`config.mk`:
```
export PLATFORM = sky130hd
export DESIGN_NAME = hf14a_tag_frame_decoder
export DESIGN_NICKNAME = d
export VERILOG_FILES = /design/src/rtl/hf14a_pkg.sv /design/src/rtl/hf14a_half_classifier.sv /design/src/rtl/hf14a_tag_frame_decoder.sv
export SDC_FILE = /design/constraint.sdc
export NUM_CORES = 1
export LEC_CHECK = 0
export CAP_MARGIN = 15
export CORE_MARGIN = 5
export CORE_UTILIZATION = 40
export DETAILED_ROUTE_END_ITERATION = 8
export GPL_TIMING_DRIVEN = 0
export PLACE_DENSITY_LB_ADDON = 0.25
export SYNTH_ARGS = -nofsm -noshare
export SYNTH_HDL_FRONTEND = slang
export SYNTH_SLANG_ARGS = --single-unit
```
`constraint.sdc`:
```
create_clock -name ck_1356meg -period 2.1 [get_ports ck_1356meg]
set_clock_uncertainty 0.2 [all_clocks]
set_input_delay 0.42 -clock ck_1356meg [delete_from_list [all_inputs] [get_ports ck_1356meg]]
set_output_delay 0.42 -clock ck_1356meg [all_outputs]
set_load 0.03 [all_outputs]
```
`src/rtl/hf14a_pkg.sv`:
```
// hf14a_pkg: state encoding, parameter defaults and odd-parity helper for the 14443-A tag frame decoder
package hf14a_pkg;

    typedef enum logic [2:0] {IDLE, SOF_H1, SOF_H2, D_H1, D_H2} state_t;

    localparam int SLOTS_PER_HALF_DEF  = 4;
    localparam int MAJORITY_DEF        = 2;
    localparam int MAX_FRAME_BYTES_DEF = 64;

    // parity bit that makes {parity, data} contain an odd number of ones
    function automatic logic odd_parity(input logic [7:0] d);
        return ~^d;
    endfunction

endpackage

```
`src/rtl/hf14a_half_classifier.sv`:
```
// hf14a_half_classifier: groups slots into half-bits and votes each half modulated or not
module hf14a_half_classifier
    import hf14a_pkg::*;
#(
    parameter int SLOTS_PER_HALF = SLOTS_PER_HALF_DEF,
    parameter int MAJORITY       = MAJORITY_DEF
) (
    input  logic clk,
    input  logic rst,
    input  logic i_sample_valid,
    input  logic i_curbit,
    input  logic i_idle,
    output logic o_half_done,
    output logic o_h
);

    localparam int CW = $clog2(SLOTS_PER_HALF + 1);

    logic [CW-1:0] r_slot_cnt;
    logic [CW-1:0] r_mod_cnt;
    logic          w_start;

    assign w_start     = i_sample_valid && i_curbit;
    assign o_half_done = i_sample_valid && !i_idle && (r_slot_cnt == CW'(SLOTS_PER_HALF - 1));
    assign o_h         = (int'(r_mod_cnt) + int'(i_curbit)) >= MAJORITY;

    // counters idle at 0; the first modulated slot counts as slot 0 of the SOF half so halves line up
    always_ff @(posedge clk or posedge rst) begin
        if (rst) begin
            r_slot_cnt <= '0;
            r_mod_cnt  <= '0;
        end else if (i_idle) begin
            r_slot_cnt <= w_start ? CW'(1) : '0;
            r_mod_cnt  <= w_start ? CW'(1) : '0;
        end else if (i_sample_valid) begin
            r_slot_cnt <= o_half_done ? '0 : r_slot_cnt + CW'(1);
            r_mod_cnt  <= o_half_done ? '0 : r_mod_cnt + CW'(i_curbit);
        end
    end

endmodule

```
`src/rtl/hf14a_tag_frame_decoder.sv`:
```
// hf14a_tag_frame_decoder: decodes tag->reader Manchester (SOF, data, odd parity, EOF) into bytes
module hf14a_tag_frame_decoder
    import hf14a_pkg::*;
#(
    parameter int SLOTS_PER_HALF  = SLOTS_PER_HALF_DEF,
    parameter int MAJORITY        = MAJORITY_DEF,
    parameter int MAX_FRAME_BYTES = MAX_FRAME_BYTES_DEF
) (
    input  logic       ck_1356meg,
    input  logic       reset,
    input  logic       sample_valid,
    input  logic       curbit,
    output logic       rx_active,
    output logic       byte_valid,
    output logic [7:0] byte_data,
    output logic [3:0] byte_bits,
    output logic       parity_err,
    output logic       collision,
    output logic       frame_end,
    output logic [6:0] frame_bytes
);

    state_t     r_state, w_state;
    logic       r_h1, w_h1;
    logic [7:0] r_sh, w_sh;
    logic [3:0] r_bit_cnt, w_bit_cnt;
    logic       r_rx, w_rx;
    logic       r_bv, w_bv;
    logic       r_fe, w_fe;
    logic [7:0] r_data, w_data;
    logic [3:0] r_bits, w_bits;
    logic       r_perr, w_perr;
    logic       r_coll, w_coll;
    logic [6:0] r_fb, w_fb;
    logic       w_half_done;
    logic       w_h;

    hf14a_half_classifier #(
        .SLOTS_PER_HALF (SLOTS_PER_HALF),
        .MAJORITY       (MAJORITY)
    ) u_half (
        .clk            (ck_1356meg),
        .rst            (reset),
        .i_sample_valid (sample_valid),
        .i_curbit       (curbit),
        .i_idle         (r_state == IDLE),
        .o_half_done    (w_half_done),
        .o_h            (w_h)
    );

    // all decoder state and outputs are registered, so pulses land one clock after the closing slot
    always_ff @(posedge ck_1356meg or posedge reset) begin
        if (reset) begin
            r_state   <= IDLE;
            r_h1      <= 1'b0;
            r_sh      <= '0;
            r_bit_cnt <= '0;
            r_rx      <= 1'b0;
            r_bv      <= 1'b0;
            r_fe      <= 1'b0;
            r_data    <= '0;
            r_bits    <= '0;
            r_perr    <= 1'b0;
            r_coll    <= 1'b0;
            r_fb      <= '0;
        end else begin
            r_state   <= w_state;
            r_h1      <= w_h1;
            r_sh      <= w_sh;
            r_bit_cnt <= w_bit_cnt;
            r_rx      <= w_rx;
            r_bv      <= w_bv;
            r_fe      <= w_fe;
            r_data    <= w_data;
            r_bits    <= w_bits;
            r_perr    <= w_perr;
            r_coll    <= w_coll;
            r_fb      <= w_fb;
        end
    end

    // frame FSM: SOF check, half-bit pairing, byte assembly with parity, EOF with partial-byte flush
    always_comb begin
        w_state   = r_state;
        w_h1      = r_h1;
        w_sh      = r_sh;
        w_bit_cnt = r_bit_cnt;
        w_rx      = r_rx;
        w_bv      = 1'b0;
        w_fe      = 1'b0;
        w_data    = r_data;
        w_bits    = r_bits;
        w_perr    = r_perr;
        w_coll    = r_coll;
        w_fb      = r_fb;
        case (r_state)
            IDLE: if (sample_valid && curbit) begin
                w_state   = SOF_H1;
                w_rx      = 1'b1;
                w_coll    = 1'b0;
                w_fb      = '0;
                w_sh      = '0;
                w_bit_cnt = '0;
            end
            SOF_H1: if (w_half_done) begin
                w_state = w_h ? SOF_H2 : IDLE;
                w_rx    = w_h;
            end
            SOF_H2: if (w_half_done) begin
                w_state = w_h ? IDLE : D_H1;
                w_rx    = !w_h;
            end
            D_H1: if (w_half_done) begin
                w_h1    = w_h;
                w_state = D_H2;
            end
            D_H2: if (w_half_done) begin
                if (!r_h1 && !w_h) begin
                    w_bv      = r_bit_cnt != 4'd0;
                    w_data    = r_sh >> (4'd8 - r_bit_cnt);
                    w_bits    = w_bv ? r_bit_cnt : r_bits;
                    w_perr    = w_bv ? 1'b0 : r_perr;
                    w_data    = w_bv ? w_data : r_data;
                    w_bit_cnt = '0;
                    w_fe      = 1'b1;
                    w_rx      = 1'b0;
                    w_state   = IDLE;
                end else begin
                    w_coll  = r_coll | (r_h1 & w_h);
                    w_state = D_H1;
                    if (r_bit_cnt == 4'd8) begin
                        w_bv      = 1'b1;
                        w_data    = r_sh;
                        w_bits    = 4'd8;
                        w_perr    = r_h1 != odd_parity(r_sh);
                        w_bit_cnt = '0;
                    end else begin
                        w_sh      = {r_h1, r_sh[7:1]};
                        w_bit_cnt = r_bit_cnt + 4'd1;
                    end
                end
            end
            default: w_state = IDLE;
        endcase
        if (w_bv && r_fb != 7'(MAX_FRAME_BYTES))
            w_fb = r_fb + 7'd1;
    end

    assign rx_active   = r_rx;
    assign byte_valid  = r_bv;
    assign byte_data   = r_data;
    assign byte_bits   = r_bits;
    assign parity_err  = r_perr;
    assign collision   = r_coll;
    assign frame_end   = r_fe;
    assign frame_bytes = r_fb;

endmodule
```
Yosys cells after proc, flatten, opt, wreduce, memory -nomap -nowiden --
Index checks and enable logic that the tools add are counted.
Operators by class: $add $sub $neg 6, order comparisons 1, eq/ne operators 17, shift-type cells 1, muxes and demuxes 55, bitwise logic cells 2, reductions and logical operators 25
Operators with widths (count):
- $mux W8 | 7
- $mux W3 | 11
- $ge A32 B3 Y1 const B | 1
- $mux W4 | 7
- $mux W7 | 3
- $mux W1 | 19
- $pmux W8 S2 | 1
- $pmux W3 S5 | 1
- $ne A2 B1 Y1 const B | 5
- $reduce_and A5 Y1 | 2
- $reduce_bool A2 Y1 | 5
- $eq A3 B2 Y1 const B | 3
- $ne A2 B2 Y1 const B | 4
- $pmux W4 S2 | 1
- $reduce_and A4 Y1 | 2
- $reduce_bool A4 Y1 | 2
- $reduce_xnor A8 Y1 | 1
- $shr A8 B4 Y8 | 1
- $add A7 B1 Y7 const B | 1
- $ne A7 B7 Y1 const B | 1
- $mux W2 | 3
- $reduce_and A6 Y1 | 1
- $logic_and A1 B1 Y1 | 5
- $add A3 B1 Y4 | 1
- other kinds (16) | 19
Word-level totals: flip-flop bits (word level) 46, output and inout bits 24

Longest topological paths before layout --
depth after elaboration 10, mapped depth 10

Cells and area by module --
From an unflattened synthesis, not the netlist that was laid out.
Unflattened totals: cells, all modules 287, area total of the unflattened synthesis 2732.6 µm²
Modules (own cells, without submodules):
- hf14a_tag_frame_decoder | times used 1, cells an instance 250, area an instance 2354.8 µm², seq. area each 1001.0 µm²
- hf14a_half_classifier | times used 1, cells an instance 37, area an instance 377.9 µm², seq. area each 150.1 µm²

Worst setup path before layout --
Ideal clock, no wire load.
path type input-to-reg, from input port curbit, to register r_data[3], in the netlist byte_data[3], setup time 125 ps, arrival 2062 ps, required time 1775 ps, slack -287 ps, stages on the path 10, path buffers 2, path through ha_1 ha_1 buf_2 nor2_1 nand2_1 o21ai_4 nand2_4 inv_2 buf_8 mux2_4
On the way: cells in the longest elaborated chain, start to end 6, elaborated cells on any way between the ends 8
RTL lines:
- start: declaration | line hf14a_tag_frame_decoder.sv:12 | input logic curbit,
- $add A3 B1 Y4 * | line hf14a_half_classifier.sv:25 | assign o_h = (int'(r_mod_cnt) + int'(i_curbit)) >= MAJORITY;
- $ge A32 B3 Y1 * | line hf14a_half_classifier.sv:25
- $logic_not A1 Y1 * | line hf14a_tag_frame_decoder.sv:118 | if (!r_h1 && !w_h) begin
- $logic_and A1 B1 Y1 * | line hf14a_tag_frame_decoder.sv:118
- $ne A2 B1 Y1 (no line) / $reduce_bool A2 Y1 (equally long branches)
- $reduce_and A4 Y1 (no line)
- end signal: assignment | line hf14a_tag_frame_decoder.sv:74 | r_data <= w_data;
- end: declaration | line hf14a_tag_frame_decoder.sv:30 | logic [7:0] r_data, w_data;
Mark *: on every way between the ends. The rest lies on a longest branch, timed or not. A chain may end at the register's enable or synchronous reset.

Worst setup path after layout --
from register r_bit_cnt[0], to register r_data[3], in the netlist byte_data[3]
On the way: cells in the longest elaborated chain, start to end 4, elaborated cells on any way between the ends 9
RTL lines:
- start: declaration | line hf14a_tag_frame_decoder.sv:26 | logic [3:0] r_bit_cnt, w_bit_cnt;
- start signal: assignment | line hf14a_tag_frame_decoder.sv:70 | r_bit_cnt <= w_bit_cnt;
- $sub A4 B4 Y4 | line hf14a_tag_frame_decoder.sv:120 | w_data = r_sh >> (4'd8 - r_bit_cnt);
- $shr A8 B4 Y8 | line hf14a_tag_frame_decoder.sv:120
- $mux W8 | line hf14a_tag_frame_decoder.sv:123 | w_data = w_bv ? w_data : r_data;
- $mux W8 | line hf14a_tag_frame_decoder.sv:118
Several ways; a longest one is shown, not always the timed one. The select of a mux whose other input is x is not followed.

==> flow_metrics.py <==
metrics = {
    "status": {
        "status": "finished, violations left",
        "violations": "setup timing",
    },
    "placed_design": {
        "gp_congestion": 0.871,
        "dp_hpwl_um": 5010,
        "io_buffer_count": 27,
    },
    "setup_path": {
        "ff2ff_path_depth": 7,
        "crit_path_end_kind": "flip-flop",
        "path_cells": "inv_2, ha_4, mux2i_2, mux2i_1, mux2_2, a22o_1, mux2_4",
        "cp.required_ns": 2.09,
        "path_depth": 7,
        "crit_path_start_kind": "flip-flop",
        "max_stage_delay_ns": 0.37,
        "worst-path-buf-inv": 1,
        "critPathMaxFanout": 6,
        "crit_type": "reg2reg",
        "path_delay_family": "multiplexers",
        "slowest_stage": "dfrtp_1",
        "critical_path_arrival_ns": 2.14,
    },
    "pwr": {
        "total_power_mw": 2.65,
        "p_per_area_mw_per_mm2": 664,
        "ir_worst_vdd_v": 0.000371,
        "p_leak_nw": 1.81,
    },
    "logic_synthesis": {
        "syn_area_mm2": 0.00295,
        "ys_ff_latch": 46,
        "ys_seq_area_frac": 0.390,
        "synth.area.top_cells": "dfrtp_1 39%, mux2i_1 8.1%, nand2_1 4.1%",
        "synth_nets": 307,
        "yosys_warnings": 0,
        "synth_top_area_share": 0.390,
        "synth_edf_count": 0,
        "synth_top_area_cell": "dfrtp_1",
        "syn_avg_cell_area_um2": 9.96,
        "synth_ff_type": "dfrtp_1",
        "synth_cells": 296,
        "synthDistinctLibCells": 65,
        "ys_async_sr_fraction": 1.00,
    },
    "clock_network": {
        "cts_hold_buf": 0,
        "root_buffer": "clkbuf_8",
        "clkTransAtPathRegs_ns": 0.09,
        "tritoncts": "done",
        "h-tree-depth": 2,
        "clk_latency_ns": 0.30,
        "tritoncts.num_buffers": 5,
        "cts_num_sinks": 46,
        "clock_path_buffers": 2,
    },
    "global_route": {
        "grt_busiest_layer": "met2",
        "grt_antenna_before_repair": 0,
        "grt_max_degree": 26,
        "overflow": 0,
        "grt_pass1_vias": 2365,
        "gr-usage-met1": 0.224,
        "met2_usage": 0.280,
        "grt_usage": 0.168,
        "gr-usage-met3": 0.0266,
        "grt_pass1_wl_um": 12000,
    },
    "route": {
        "num_vias": 2454,
        "drt-initial-drc-count": 117,
        "antenna_left": 0,
        "remaining_drc_errors": 0,
        "wl_um": 7340,
        "via_per_inst": 5.37,
        "dr.pass1.iters": 4,
        "wl_per_cell_um": 16.1,
    },
    "min_path": {
        "min_path_type": "in2async",
    },
    "finish": {
        "final_cell_mix": "45 x dfrtp_1, 29 x nand2_1, 21 x buf_4, 20 x clkdlybuf4s50_1, 18 x mux2i_1",
        "n_antenna_cell": 0,
        "syn_to_final_growth_pct": 35.3,
        "final_nets": 368,
        "drive_above_1_share": 0.344,
        "final_common_cell": "dfrtp_1",
    },
    "floorplanning": {
        "row_count": 31,
        "core-area_mm2": 0.00721,
        "ioPinCount": 28,
        "die_width_um": 95.8,
        "fp.dieArea_mm2": 0.00919,
        "start_util": 0.409,
        "die_y_um": 95.8,
    },
    "timing": {
        "slew_violations": 0,
        "min_period_over_period": 1.02,
        "timing.hold.ws_ns": 0.252,
        "min_period_ns": 2.15,
        "maxSlewHeadroom": 0.653,
        "rsz0062_at_grt": "true",
        "worstMarginPinSlew_ns": 0.516,
        "fmax_mhz": 465,
        "setup_slack_ns": -0.0487,
        "finalSetupViolCount": 9,
        "finalHoldViolations": 0,
    },
    "run": {
        "max_cap_violations": 0,
    },
}
-- stage by stage --
stage | utilization | instance area, um2 | instances | setup TNS (ns) | worst slack [ns]
after global routing | 0.553 | 3990 | 457 | -1.60 | -0.0993
after detailed placement | 0.474 | 3420 | 423 | -25.63 | -0.865
final | 0.553 | 3990 | 457 | -0.190 | -0.0487
after CTS | 0.527 | 3800 | 452 | -0.595 | -0.0935
after floorplan | - | 3010 | 296 | -0.407 | -0.0765
after global placement | 0.471 | 3400 | 422 | -52.28 | -0.835
-- worst paths after layout --
path	from	to	slack, ns
worst max-delay path	r_bit_cnt[0]$_DFFE_PP0P_	byte_data[3]$_DFFE_PP0P_	-0.05
worst max register to register	r_bit_cnt[0]$_DFFE_PP0P_	byte_data[3]$_DFFE_PP0P_	-0.05
max in group asynchronous	reset	r_bit_cnt[1]$_DFFE_PP0P_	0.94
min in group ck_1356meg	byte_bits[0]$_DFFE_PP0P_	byte_bits[0]$_DFFE_PP0P_	0.32
worst min-delay path	reset	frame_bytes[2]$_DFFE_PP0P_	0.25
worst min register to register	byte_bits[0]$_DFFE_PP0P_	byte_bits[0]$_DFFE_PP0P_	0.32
-- synth_stat cells, types with 4 or more instances --
| library cell | n |
|---|---|
| ha_1 | 7 |
| nor2_1 | 14 |
| o31ai_1 | 5 |
| a21oi_1 | 12 |
| buf_4 | 4 |
| nand2b_1 | 4 |
| mux2_4 | 5 |
| nor3_1 | 7 |
| inv_1 | 17 |
| mux2_2 | 8 |
| dfrtp_1 | 46 |
| nand3_1 | 13 |
| nand2_1 | 32 |
| buf_2 | 5 |
| a22oi_1 | 4 |
| o22ai_1 | 6 |
| o21ai_0 | 9 |
| mux2i_1 | 24 |
| xnor2_1 | 8 |
-- flip-flops by register name, indices dropped and copies added (netlist names), 3 cells and up --
register / cells
byte_bits: 4
byte_data: 8
frame_bytes: 7
r_bit_cnt: 4
r_sh: 8
r_state: 3
u_half.r_mod_cnt: 3
u_half.r_slot_cnt: 3
-- timing repair --
item	in CTS	in global routing
buffers inserted	22	5
gates resized for setup	31	40
pin swaps	15	14
gates cloned	1	0
endpoints found under the setup margin	40	37
-- worst reg2reg max path, delay by kind of cell, from the launching register on --
| kind | cells | cell delay [ns] |
|---|---|---|
| muxes | 4 | 0.90 |
| DFF | 1 | 0.37 |
| adders and majority gates | 1 | 0.32 |
| AOI/OAI and AO/OA | 1 | 0.19 |
| buffers and inverters | 1 | 0.06 |
-- cell type report --
type                       count  area [um2]
tap                           99         124
timing repair buffer          56         559
clock inverter                 3        40.0
sequential                    46        1150
clock buffer                   5        68.8
buffer                        10        93.8
multi-input combinational    220        1880
inverter                      18        72.6
fill                         645        3230
-- logic make-up (layout without fill, tap and decap cells) --
family	count (synthesis)	in the layout	share of synthesized area
simple gates	99	99	0.185
mux	37	37	0.138
xor+xnor	9	9	0.0267
fa+ha+maj	7	7	0.0297
flops	46	46	0.390
compound gates	68	68	0.177
buf+inv	30	92	0.0543
-- power breakdown --
group	total, mW	leakage [nW]	switching [mW]	internal, mW
sequential	0.997	0.633	0.0533	0.944
clock	0.664	0.0579	0.314	0.351
combinational	0.986	1.12	0.575	0.411
-- metal layers --
metal / vias up / wire length (um)
li1: 1185 / -
met1: 1196 / 3300
met2: 63 / 3620
met3: 10 / 299
met4: 0 / 119
met5: - / 0
Note: power is estimated with default switching activity, not from simulation.
